**src/rtl/fifo_stream_pkg.sv**
```systemverilog
// Shared types and constants for the FIFO read-side stream adapter.
package fifo_stream_pkg;

  localparam int BUF_DEPTH = 2;

  typedef logic [1:0] occ_t;

  localparam string MSG_OVERFLOW  = "fifo_skid_buf: word captured into a full buffer with no pop";
  localparam string MSG_UNDERFLOW = "fifo_stream_reader: fifo_rd asserted while fifo_empty is high";

endpackage

```
**src/rtl/fifo_skid_buf.sv**
```systemverilog
// Two-entry FIFO-ordered register buffer; head_data is always the oldest word.
module fifo_skid_buf
  import fifo_stream_pkg::*;
#(
  parameter int DATA_WIDTH = 8
) (
  input  logic                  clk,
  input  logic                  reset_n,
  input  logic                  push,
  input  logic [DATA_WIDTH-1:0] push_data,
  input  logic                  pop,
  output occ_t                  occ,
  output logic [DATA_WIDTH-1:0] head_data
);

  logic [DATA_WIDTH-1:0] tail_data;

  // A pop on an empty buffer is ignored; push+pop at occ==2 shifts tail forward.
  always_ff @(posedge clk or negedge reset_n) begin
    if (!reset_n) begin
      occ       <= '0;
      head_data <= '0;
      tail_data <= '0;
    end else begin
      case ({push, pop})
        2'b10: begin
          if (occ == 2'd0) begin
            head_data <= push_data;
            occ       <= occ + 2'd1;
          end else if (occ == 2'd1) begin
            tail_data <= push_data;
            occ       <= occ + 2'd1;
          end
        end
        2'b01: begin
          if (occ != 2'd0) begin
            head_data <= tail_data;
            occ       <= occ - 2'd1;
          end
        end
        2'b11: begin
          if (occ == 2'd2) begin
            head_data <= tail_data;
            tail_data <= push_data;
          end else begin
            head_data <= push_data;
            occ       <= 2'd1;
          end
        end
        default: ;
      endcase
    end
  end

  overflow_check: assert property (@(posedge clk) disable iff (!reset_n)
    !(push && !pop && occ == occ_t'(BUF_DEPTH)))
    else $error("%s", MSG_OVERFLOW);

endmodule

```
**src/rtl/fifo_stream_reader.sv**
```systemverilog
// Drains the FIFO via fifo_rd/fifo_empty and presents a valid/ready stream.
// Optional transfer counter enabled by defining XFER_COUNT_EN.
module fifo_stream_reader
  import fifo_stream_pkg::*;
#(
  parameter int DATA_WIDTH  = 8,
  parameter int COUNT_WIDTH = 16
) (
  input  logic                   clk,
  input  logic                   reset_n,
  input  logic                   fifo_empty,
  output logic                   fifo_rd,
  input  logic [DATA_WIDTH-1:0]  fifo_rdata,
  output logic                   m_valid,
  output logic [DATA_WIDTH-1:0]  m_data,
  input  logic                   m_ready,
  output logic [COUNT_WIDTH-1:0] xfer_count
);

  occ_t       occ;
  logic       inflight;
  logic       pop;
  logic [2:0] level;

  assign m_valid = (occ != 2'd0);
  assign pop     = m_valid & m_ready;

  // Credit check: words held plus the one in flight, minus the one leaving now.
  assign level   = {1'b0, occ} + {2'b00, inflight} - {2'b00, pop};
  assign fifo_rd = reset_n & ~fifo_empty & (level < 3'd2);

  always_ff @(posedge clk or negedge reset_n) begin
    if (!reset_n) begin
      inflight <= 1'b0;
    end else begin
      inflight <= fifo_rd;
    end
  end

  fifo_skid_buf #(
    .DATA_WIDTH(DATA_WIDTH)
  ) u_buf (
    .clk       (clk),
    .reset_n   (reset_n),
    .push      (inflight),
    .push_data (fifo_rdata),
    .pop       (pop),
    .occ       (occ),
    .head_data (m_data)
  );

`ifdef XFER_COUNT_EN
  always_ff @(posedge clk or negedge reset_n) begin
    if (!reset_n) begin
      xfer_count <= '0;
    end else if (pop) begin
      xfer_count <= xfer_count + 1'b1;
    end
  end
`else
  assign xfer_count = '0;
`endif

  underflow_check: assert property (@(posedge clk) disable iff (!reset_n)
    !(fifo_rd && fifo_empty))
    else $error("%s", MSG_UNDERFLOW);

endmodule
```
**config.mk**
```make
export PLATFORM = sky130hd
export DESIGN_NAME = fifo_stream_reader
export DESIGN_NICKNAME = d
export VERILOG_FILES = /design/src/rtl/fifo_stream_pkg.sv /design/src/rtl/fifo_skid_buf.sv /design/src/rtl/fifo_stream_reader.sv
export SDC_FILE = /design/constraint.sdc
export NUM_CORES = 1
export LEC_CHECK = 0
export CAP_MARGIN = 20
export CORE_MARGIN = 5
export CORE_UTILIZATION = 46
export DETAILED_ROUTE_END_ITERATION = 12
export PLACE_DENSITY = 0.82
export SLEW_MARGIN = 0
export SYNTH_ARGS = -nofsm -noshare
export SYNTH_HDL_FRONTEND = slang
export SYNTH_SLANG_ARGS = --single-unit
```
**constraint.sdc**
```tcl
create_clock -name clk -period 3.04 [get_ports clk]
set_clock_uncertainty 0.2 [all_clocks]
set_input_delay 0.608 -clock clk [delete_from_list [all_inputs] [get_ports clk]]
set_output_delay 0.608 -clock clk [all_outputs]
set_load 0.02 [all_outputs]
```
==> results_tabular.tex, run 1 <==
\begin{tabular}{lr}
\hline
Metric & Value \\
\hline
\multicolumn{2}{l}{\textbf{Place}} \\
\quad Minimum setup slack after placement & -0.747 ns \\
\quad Post-DP HPWL & 1900 um \\
\quad Placed instance area & 1440 sq um \\
\quad Placed insts & 161 \\
\quad \# port buffers & 21 \\
\quad Placer's final routability congestion estimate & 0.899 \\
\multicolumn{2}{l}{\textbf{Layout}} \\
\quad Number of filler instances in the final layout & 220 \\
\quad Post-Layout Inst Area & 1530 sq um \\
\quad Storage cell area & 477 sq um \\
\quad Net count of the finished layout & 159 \\
\quad Total area of multi-input combinational cells & 634 sq um \\
\quad Final core utilization & 61.3\% \\
\quad Layout cells sized above 1 & 31.7\% \\
\quad Layout overhead on the synthesized area & 26.9\% \\
\quad Antenna cell count & 0 \\
\quad Post-route insts no fill & 172 \\
\multicolumn{2}{l}{\textbf{GRT}} \\
\quad Wire length of the first global-routing pass & $\sim$4200 um \\
\quad Via count of the first global-routing pass & 904 \\
\quad Sum of overflow across all layers after global routing & 0 \\
\quad Tot GR Track Use & 15.4\% \\
\quad Antenna violations before repair & 0 \\
\quad Maximum number of pins on one net before global-route repair & 20 \\
\multicolumn{2}{l}{\textbf{Die}} \\
\quad Number of primary I/O pins & 38 \\
\quad Die X & 61.2 um \\
\quad Core ar. & 2500 sq um \\
\quad Die height & 61.2 um \\
\quad Num rows & 18 \\
\quad Die footprint & 3750 sq um \\
\quad Starting density of the core & 48.3\% \\
\multicolumn{2}{l}{\textbf{Clock network}} \\
\quad Insertion delay to the later sink of the worst-skew pair & 0.32 ns \\
\quad Clock-pin slew of the registers on the worst-case setup and hold paths & 0.12 ns \\
\quad Clock Tree Buf Depth & 2 \\
\quad Count of hold buffers inserted by post-cts repair & 0 \\
\quad Number of buffers inserted during clock tree synthesis & 3 \\
\quad Number of H-tree branching levels & 1 \\
\quad Total number of clock tree sinks & 19 \\
\quad Root cell of the clock tree & clkbuf\_4 \\
\quad CTS tree & built \\
\multicolumn{2}{l}{\textbf{Logic synthesis}} \\
\quad Number of enable flip-flop cells after synthesis & 0 \\
\quad Number of warning messages in the yosys log & 0 \\
\quad Top flip-flop cell by instance count after synthesis & dfrtp\_1 \\
\quad Yosys top cell area share & 39.4\% \\
\quad Avg Inst Size Synth & 11.4 sq um \\
\quad Top cell type by total area after synthesis & dfrtp\_1 \\
\quad Count of state elements after synthesis & 19 \\
\quad Most frequent cell after synthesis & dfrtp\_1 \\
\quad Commonest cells post-synth & 19 x dfrtp\_1, 17 x buf\_4, 9 x mux2\_4 \\
\quad Post-synthesis instance area & 1210 sq um \\
\quad Fraction of the yosys area taken by sequential cells & 39.4\% \\
\quad Count of cell types in the netlist & 37 \\
\quad Async S/R FF share, synth & 100\% \\
\quad Post-Synthesis Cells & 106 \\
\quad Top cells by area, synth & dfrtp\_1 39\%, mux2\_4 11\%, buf\_4 11\% \\
\multicolumn{2}{l}{\textbf{Routing}} \\
\quad Routed WL per cell & 15.5 um \\
\quad Total routed wirelength & 2670 um \\
\quad Via count & just under 900 \\
\quad Post-DRT Antenna Nets & 0 \\
\quad Via-per-instance ratio & a little over 5 \\
\quad Residual DRC & 0 \\
\quad First-pass DRT Iterations & 2 \\
\quad Number of DRC markers in iteration 0 & 15 \\
\multicolumn{2}{l}{\textbf{Status}} \\
\quad Result of the run & complete, but fails checks \\
\quad Failing checks & setup timing \\
\multicolumn{2}{l}{\textbf{Setup path}} \\
\quad Maximum fanout along the worst path & 9 \\
\quad Worst Path Required & $\sim$2.2 ns \\
\quad Worst Setup End Kind & output pin \\
\quad Crit Path Class & in2out \\
\quad Kind of start point of the critical path & input port \\
\quad Worst Path Arrival & 2.27 ns \\
\multicolumn{2}{l}{\textbf{Hold path}} \\
\quad Classification of the worst-slack hold path & reg2reg \\
\multicolumn{2}{l}{\textbf{Pwr}} \\
\quad Cell leakage power & 0.000729 uW \\
\quad IR Drop Worst-Case VDD & 0.560 mV \\
\quad Power density normalized to cell area & 929 nW/um\^{}2 \\
\multicolumn{2}{l}{\textbf{Timing}} \\
\quad Total of endpoints with negative setup slack in the final report & 1 \\
\quad Shortest period the worst path allows & 3.08 ns \\
\quad Minimum setup slack in the final design & -0.0407 ns \\
\quad Total negative slack for setup checks & -0.0407 ns \\
\quad Unrepaired setup endpoints after global routing & yes \\
\quad Final period util & 101\% \\
\quad Fin. max-slew vios & 0 \\
\quad Hold Vio Cnt, Final & 0 \\
\quad Timing-limited maximum frequency & 325 MHz \\
\multicolumn{2}{l}{\textbf{Run}} \\
\quad Maximum capacitance violations & 0 \\
\hline
\end{tabular}
## logic make-up (layout without fill, tap and decap cells)
kind of cell | after synthesis | count (layout) | share of synthesized area, %
multiplexers | 10 | 10 | 13.1
AO/OA/AOI/OAI | 17 | 17 | 12.1
AND/OR/NAND/NOR | 27 | 27 | 13.6
flip-flops | 19 | 19 | 39.4
buffers and inverters | 26 | 47 | 15.3
XOR/XNOR | 2 | 2 | 1.45
adder cells (fa/ha/maj) | 4 | 4 | 4.77
other | 1 | 16 | 0.311
## power by group
part,switching (uW),total (uW),leakage [uW],internal (uW)
clock network,93.9,143,0.0000177,49.3
logic,391,853,0.000474,461
registers,61.8,427,0.000237,366
total,547,1420,0.000729,876
## through the flow
| stage | power (uW) | hold slack, ns |
|---|---|---|
| 2_1_floorplan | 954 | 0.112 |
| 3_3_place_gp | 1180 | 0.284 |
| 3_5_place_dp | 1220 | 0.288 |
| 4_1_cts | 1420 | 0.323 |
| 5_1_grt | 1520 | 0.332 |
| 6_report | 1420 | 0.320 |
## critical path, stage by stage
cell	delay (ns)
dlygate4sd2_1	0.24
buf_4	0.17
nor2b_1	0.14
nor2_1	0.11
o21ai_2	0.08
fa_1	0.48
nand2_1	0.06
nor3_2	0.20
buf_4	0.18
## cell usage in the layout (no fill, tap or decap), drive strengths merged, types with 2 or more instances in the layout
| master | n |
|---|---|
| a21oi | 2 |
| nor2b | 2 |
| nor2 | 3 |
| clkdlybuf4s50 | 19 |
| nor3 | 2 |
| conb | 16 |
| and3 | 8 |
| inv | 4 |
| buf | 19 |
| nand2b | 2 |
| mux2 | 9 |
| nand2 | 4 |
| clkbuf | 3 |
| a221o | 7 |
| ha | 3 |
| dfrtp | 19 |
## cell type report
type                            count  area share [%]
Tap cell                           30            2.45
Clock inverter                      1           0.327
Clock buffer                        3            1.47
Sequential cell                    19            31.1
Multi-Input combinational cell     76            41.4
Timing Repair Buffer               39            22.3
Inverter                            4           0.980
## registers in the layout, summed over array words and instances, names as in the netlist
register / flops
u_buf.tail_data: 8
inflight: 1
u_buf.occ: 2
u_buf.head_data: 8
## layer usage
layer	wire length (um)	up-vias	global-route usage [%]
li1	-	419	-
met1	1110	433	19.6
met2	1350	23	26.0
met3	195	2	4.40
met4	13	0	3.41
met5	0	-	0
## repair_timing
action                                 CTS  global route
resized for setup                       12             0
pin swaps                                5             3
setup endpoints to repair                1             1
endpoints found under the hold margin    0             0
setup buffers                            6             1
## final timing paths
check                                               startpoint                             end  slack (ns)  cells past startpoint
worst max-delay path                                   m_ready                         fifo_rd       -0.04                      9
max in group asynchronous                              reset_n        u_buf.occ[0]$_DFFE_PN0P_        1.89                      2
min in group asynchronous                              reset_n  u_buf.head_data[5]$_DFFE_PN0P_        0.52                      2
worst min-delay path            u_buf.tail_data[5]$_DFFE_PN0P_  u_buf.tail_data[5]$_DFFE_PN0P_        0.32                      1
worst min register to register  u_buf.tail_data[5]$_DFFE_PN0P_  u_buf.tail_data[5]$_DFFE_PN0P_        0.32                      1
worst max register to register        u_buf.occ[1]$_DFFE_PN0P_              inflight$_DFF_PN0_        0.51                     14
(Power assumes the default switching activity.)
==> run 2: changes to the inputs <==
--- a/config.mk
+++ b/config.mk
@@ -8,7 +8,8 @@
 export CAP_MARGIN = 20
 export CORE_MARGIN = 5
-export CORE_UTILIZATION = 46
+export CORE_UTILIZATION = 50
 export DETAILED_ROUTE_END_ITERATION = 12
-export PLACE_DENSITY = 0.82
+export DONT_BUFFER_PORTS = 1
+export PLACE_DENSITY = 0.68
 export SLEW_MARGIN = 0
 export SYNTH_ARGS = -nofsm -noshare
--- a/constraint.sdc
+++ b/constraint.sdc
@@ -3,3 +3,3 @@
 set_input_delay 0.608 -clock clk [delete_from_list [all_inputs] [get_ports clk]]
 set_output_delay 0.608 -clock clk [all_outputs]
-set_load 0.02 [all_outputs]
+set_load 0.1 [all_outputs]
==> results_tabular.tex, run 2 (synthesis gave the netlist of run 1 again) <==
\begin{tabular}{lr}
\hline
Metric & Value \\
\hline
\multicolumn{2}{l}{\textbf{Status}} \\
\quad Result of the run & complete, but fails checks \\
\quad Failing checks & setup timing \\
\multicolumn{2}{l}{\textbf{Timing}} \\
\quad Minimum hold slack & 0.166 ns \\
\quad Headroom to the max-slew limit & roughly two fifths \\
\quad Total negative slack for setup checks & -0.0643 ns \\
\quad Unrepaired setup endpoints after global routing & yes \\
\quad Total of endpoints with negative setup slack in the final report & 1 \\
\quad Shortest period the worst path allows & between 3 and 4 ns \\
\quad Hold Vio Cnt, Final & 0 \\
\quad Timing-limited maximum frequency & 322 MHz \\
\quad Minimum setup slack in the final design & -0.0643 ns \\
\quad Fin. max-slew vios & 0 \\
\quad Measured slew at the worst slew-check pin & between 0.9 and 1 ns \\
\quad Final period util & 102\% \\
\multicolumn{2}{l}{\textbf{Clock network}} \\
\quad Clock Tree Buf Depth & 2 \\
\quad Clock-pin slew of the registers on the worst-case setup and hold paths & 0.12 ns \\
\quad Insertion delay to the later sink of the worst-skew pair & 0.30 ns \\
\quad Number of buffers inserted during clock tree synthesis & 3 \\
\quad Number of H-tree branching levels & 1 \\
\quad Root cell of the clock tree & clkbuf\_4 \\
\quad CTS tree & built \\
\quad Total number of clock tree sinks & 19 \\
\multicolumn{2}{l}{\textbf{Setup path}} \\
\quad Kind of start point of the critical path & flip-flop \\
\quad Crit Path Class & reg2out \\
\quad Worst Path Arrival & roughly 2.3 ns \\
\quad Standard cell with the maximum stage delay on the critical path & fa\_2 \\
\quad Largest stage delay, worst path & 0.54 ns \\
\quad Worst Path Required & approximately 2.2 ns \\
\quad Maximum fanout along the worst path & 4 \\
\quad Worst Setup End Kind & output pin \\
\quad Critical path cell sequence & inv\_2 -> ha\_4 -> or2b\_4 -> nor2\_4 -> o21ai\_2 -> fa\_2 -> nand2\_2 -> nor3\_4 -> buf\_12 \\
\multicolumn{2}{l}{\textbf{Layout}} \\
\quad Biggest regs & u\_buf.head\_data: 8 flops, u\_buf.tail\_data: 8 flops, u\_buf.occ: 2 flops \\
\quad Antenna cell count & 0 \\
\quad Leading cell type in the layout, fill and taps excluded & dfrtp\_1 \\
\quad Layout overhead on the synthesized area & 6.32\% \\
\quad Layout cells sized above 1 & 33.0\% \\
\quad Net count of the finished layout & 129 \\
\quad Post-Layout Inst Area & 1280 sq um \\
\quad Final core utilization & 56.9\% \\
\quad Commonest cells after routing, fill and taps aside & 17 x dfrtp\_1, 16 x conb\_1, 9 x mux2\_4 \\
\multicolumn{2}{l}{\textbf{Routing}} \\
\quad Via-per-instance ratio & 5.44 \\
\quad Number of DRC markers in iteration 0 & 13 \\
\quad Post-DRT Antenna Nets & 0 \\
\quad Total routed wirelength & $\sim$2400 um \\
\quad Residual DRC & 0 \\
\quad Routed WL per cell & 17.0 um \\
\quad Via count & 762 \\
\quad First-pass DRT Iterations & 4 \\
\multicolumn{2}{l}{\textbf{GRT}} \\
\quad Antenna violations before repair & 0 \\
\quad Met2 Resource Use GR & 24.3\% \\
\quad Met1 global-route usage & 17.8\% \\
\quad GR Util met3 & under 10\% \\
\quad Tot GR Track Use & 14.9\% \\
\quad Gr busiest metal & met2 \\
\quad Via count of the first global-routing pass & 834 \\
\quad Sum of overflow across all layers after global routing & 0 \\
\quad Wire length of the first global-routing pass & 3870 um \\
\quad Maximum number of pins on one net before global-route repair & 20 \\
\multicolumn{2}{l}{\textbf{Die}} \\
\quad Number of primary I/O pins & 38 \\
\quad Die footprint & 3500 sq um \\
\quad Num rows & 17 \\
\quad Starting density of the core & 53.6\% \\
\quad Die height & 59.1 um \\
\quad Core ar. & 2250 sq um \\
\quad Die X & 59.1 um \\
\multicolumn{2}{l}{\textbf{Place}} \\
\quad Placer's final routability congestion estimate & slightly above 0.8 \\
\quad Post-DP HPWL & 1680 um \\
\quad Placed instance area & 1220 sq um \\
\quad \# port buffers & 0 \\
\multicolumn{2}{l}{\textbf{Run}} \\
\quad Maximum capacitance violations & 0 \\
\multicolumn{2}{l}{\textbf{Hold path}} \\
\quad Classification of the worst-slack hold path & in2reg \\
\hline
\end{tabular}
[run 2: worst paths after layout]
path	startpoint	endpoint	slack, ns	cells past startpoint
min in group asynchronous	reset_n	u_buf.head_data[4]$_DFFE_PN0P_	0.63	1
worst max register to register	u_buf.occ[0]$_DFFE_PN0P_	inflight$_DFF_PN0_	0.96	8
worst min register to register	u_buf.tail_data[1]$_DFFE_PN0P_	u_buf.tail_data[1]$_DFFE_PN0P_	0.31	1
worst max-delay path	u_buf.occ[0]$_DFFE_PN0P_	fifo_rd	-0.06	9
worst min-delay path	fifo_empty	inflight$_DFF_PN0_	0.17	1
max in group asynchronous	reset_n	u_buf.occ[1]$_DFFE_PN0P_	1.43	1
[run 2: critical path: cells and delay by family (launching register included)]
kind	cells	cell delay, ns
and+or+nand+nor	4	0.57
AOI/OAI and AO/OA	1	0.06
adders and majority gates	2	0.70
DFF	1	0.39
buffers and inverters	2	0.25
[run 2: stage by stage]
step	cells	setup slack [ns]
finish	140	-0.0643
global route	140	-0.137
CTS	140	-0.133
detailed placement	133	0.180
global placement	133	0.198
floorplan	121	-0.320
[run 2: final cells by class]
cell class / instances / area [sq um]
well taps: 28 / 35.0
clock buffers: 3 / 22.5
inverters: 4 / 15.0
fillers: 184 / 971
clock inverters: 1 / 5.00
repair buffers: 9 / 82.6
multi-input cells: 76 / 646
flip-flops and latches: 19 / 478
[run 2: repair_timing]
action / 4_1_cts / 5_1_grt
hold buffers: 1 / 0
endpoints found under the setup margin: 1 / 1
hold endpoints to repair: 19 / 0
buffers inserted: 2 / 0
gates resized for setup: 2 / 0
pin swaps: 3 / 2
[run 2: metal layers]
| layer | up-vias | share of wire (%) |
|---|---|---|
| met3 | 4 | 7.7 |
| met2 | 29 | 47 |
| met1 | 372 | 43 |
| li1 | 357 | - |
| met5 | - | 0 |
| met4 | 0 | 1.8 |
Power of run 2 is left out: the tool's default activity adds up to more than one toggle a clock period on the data nets, which glitch-free logic cannot reach.
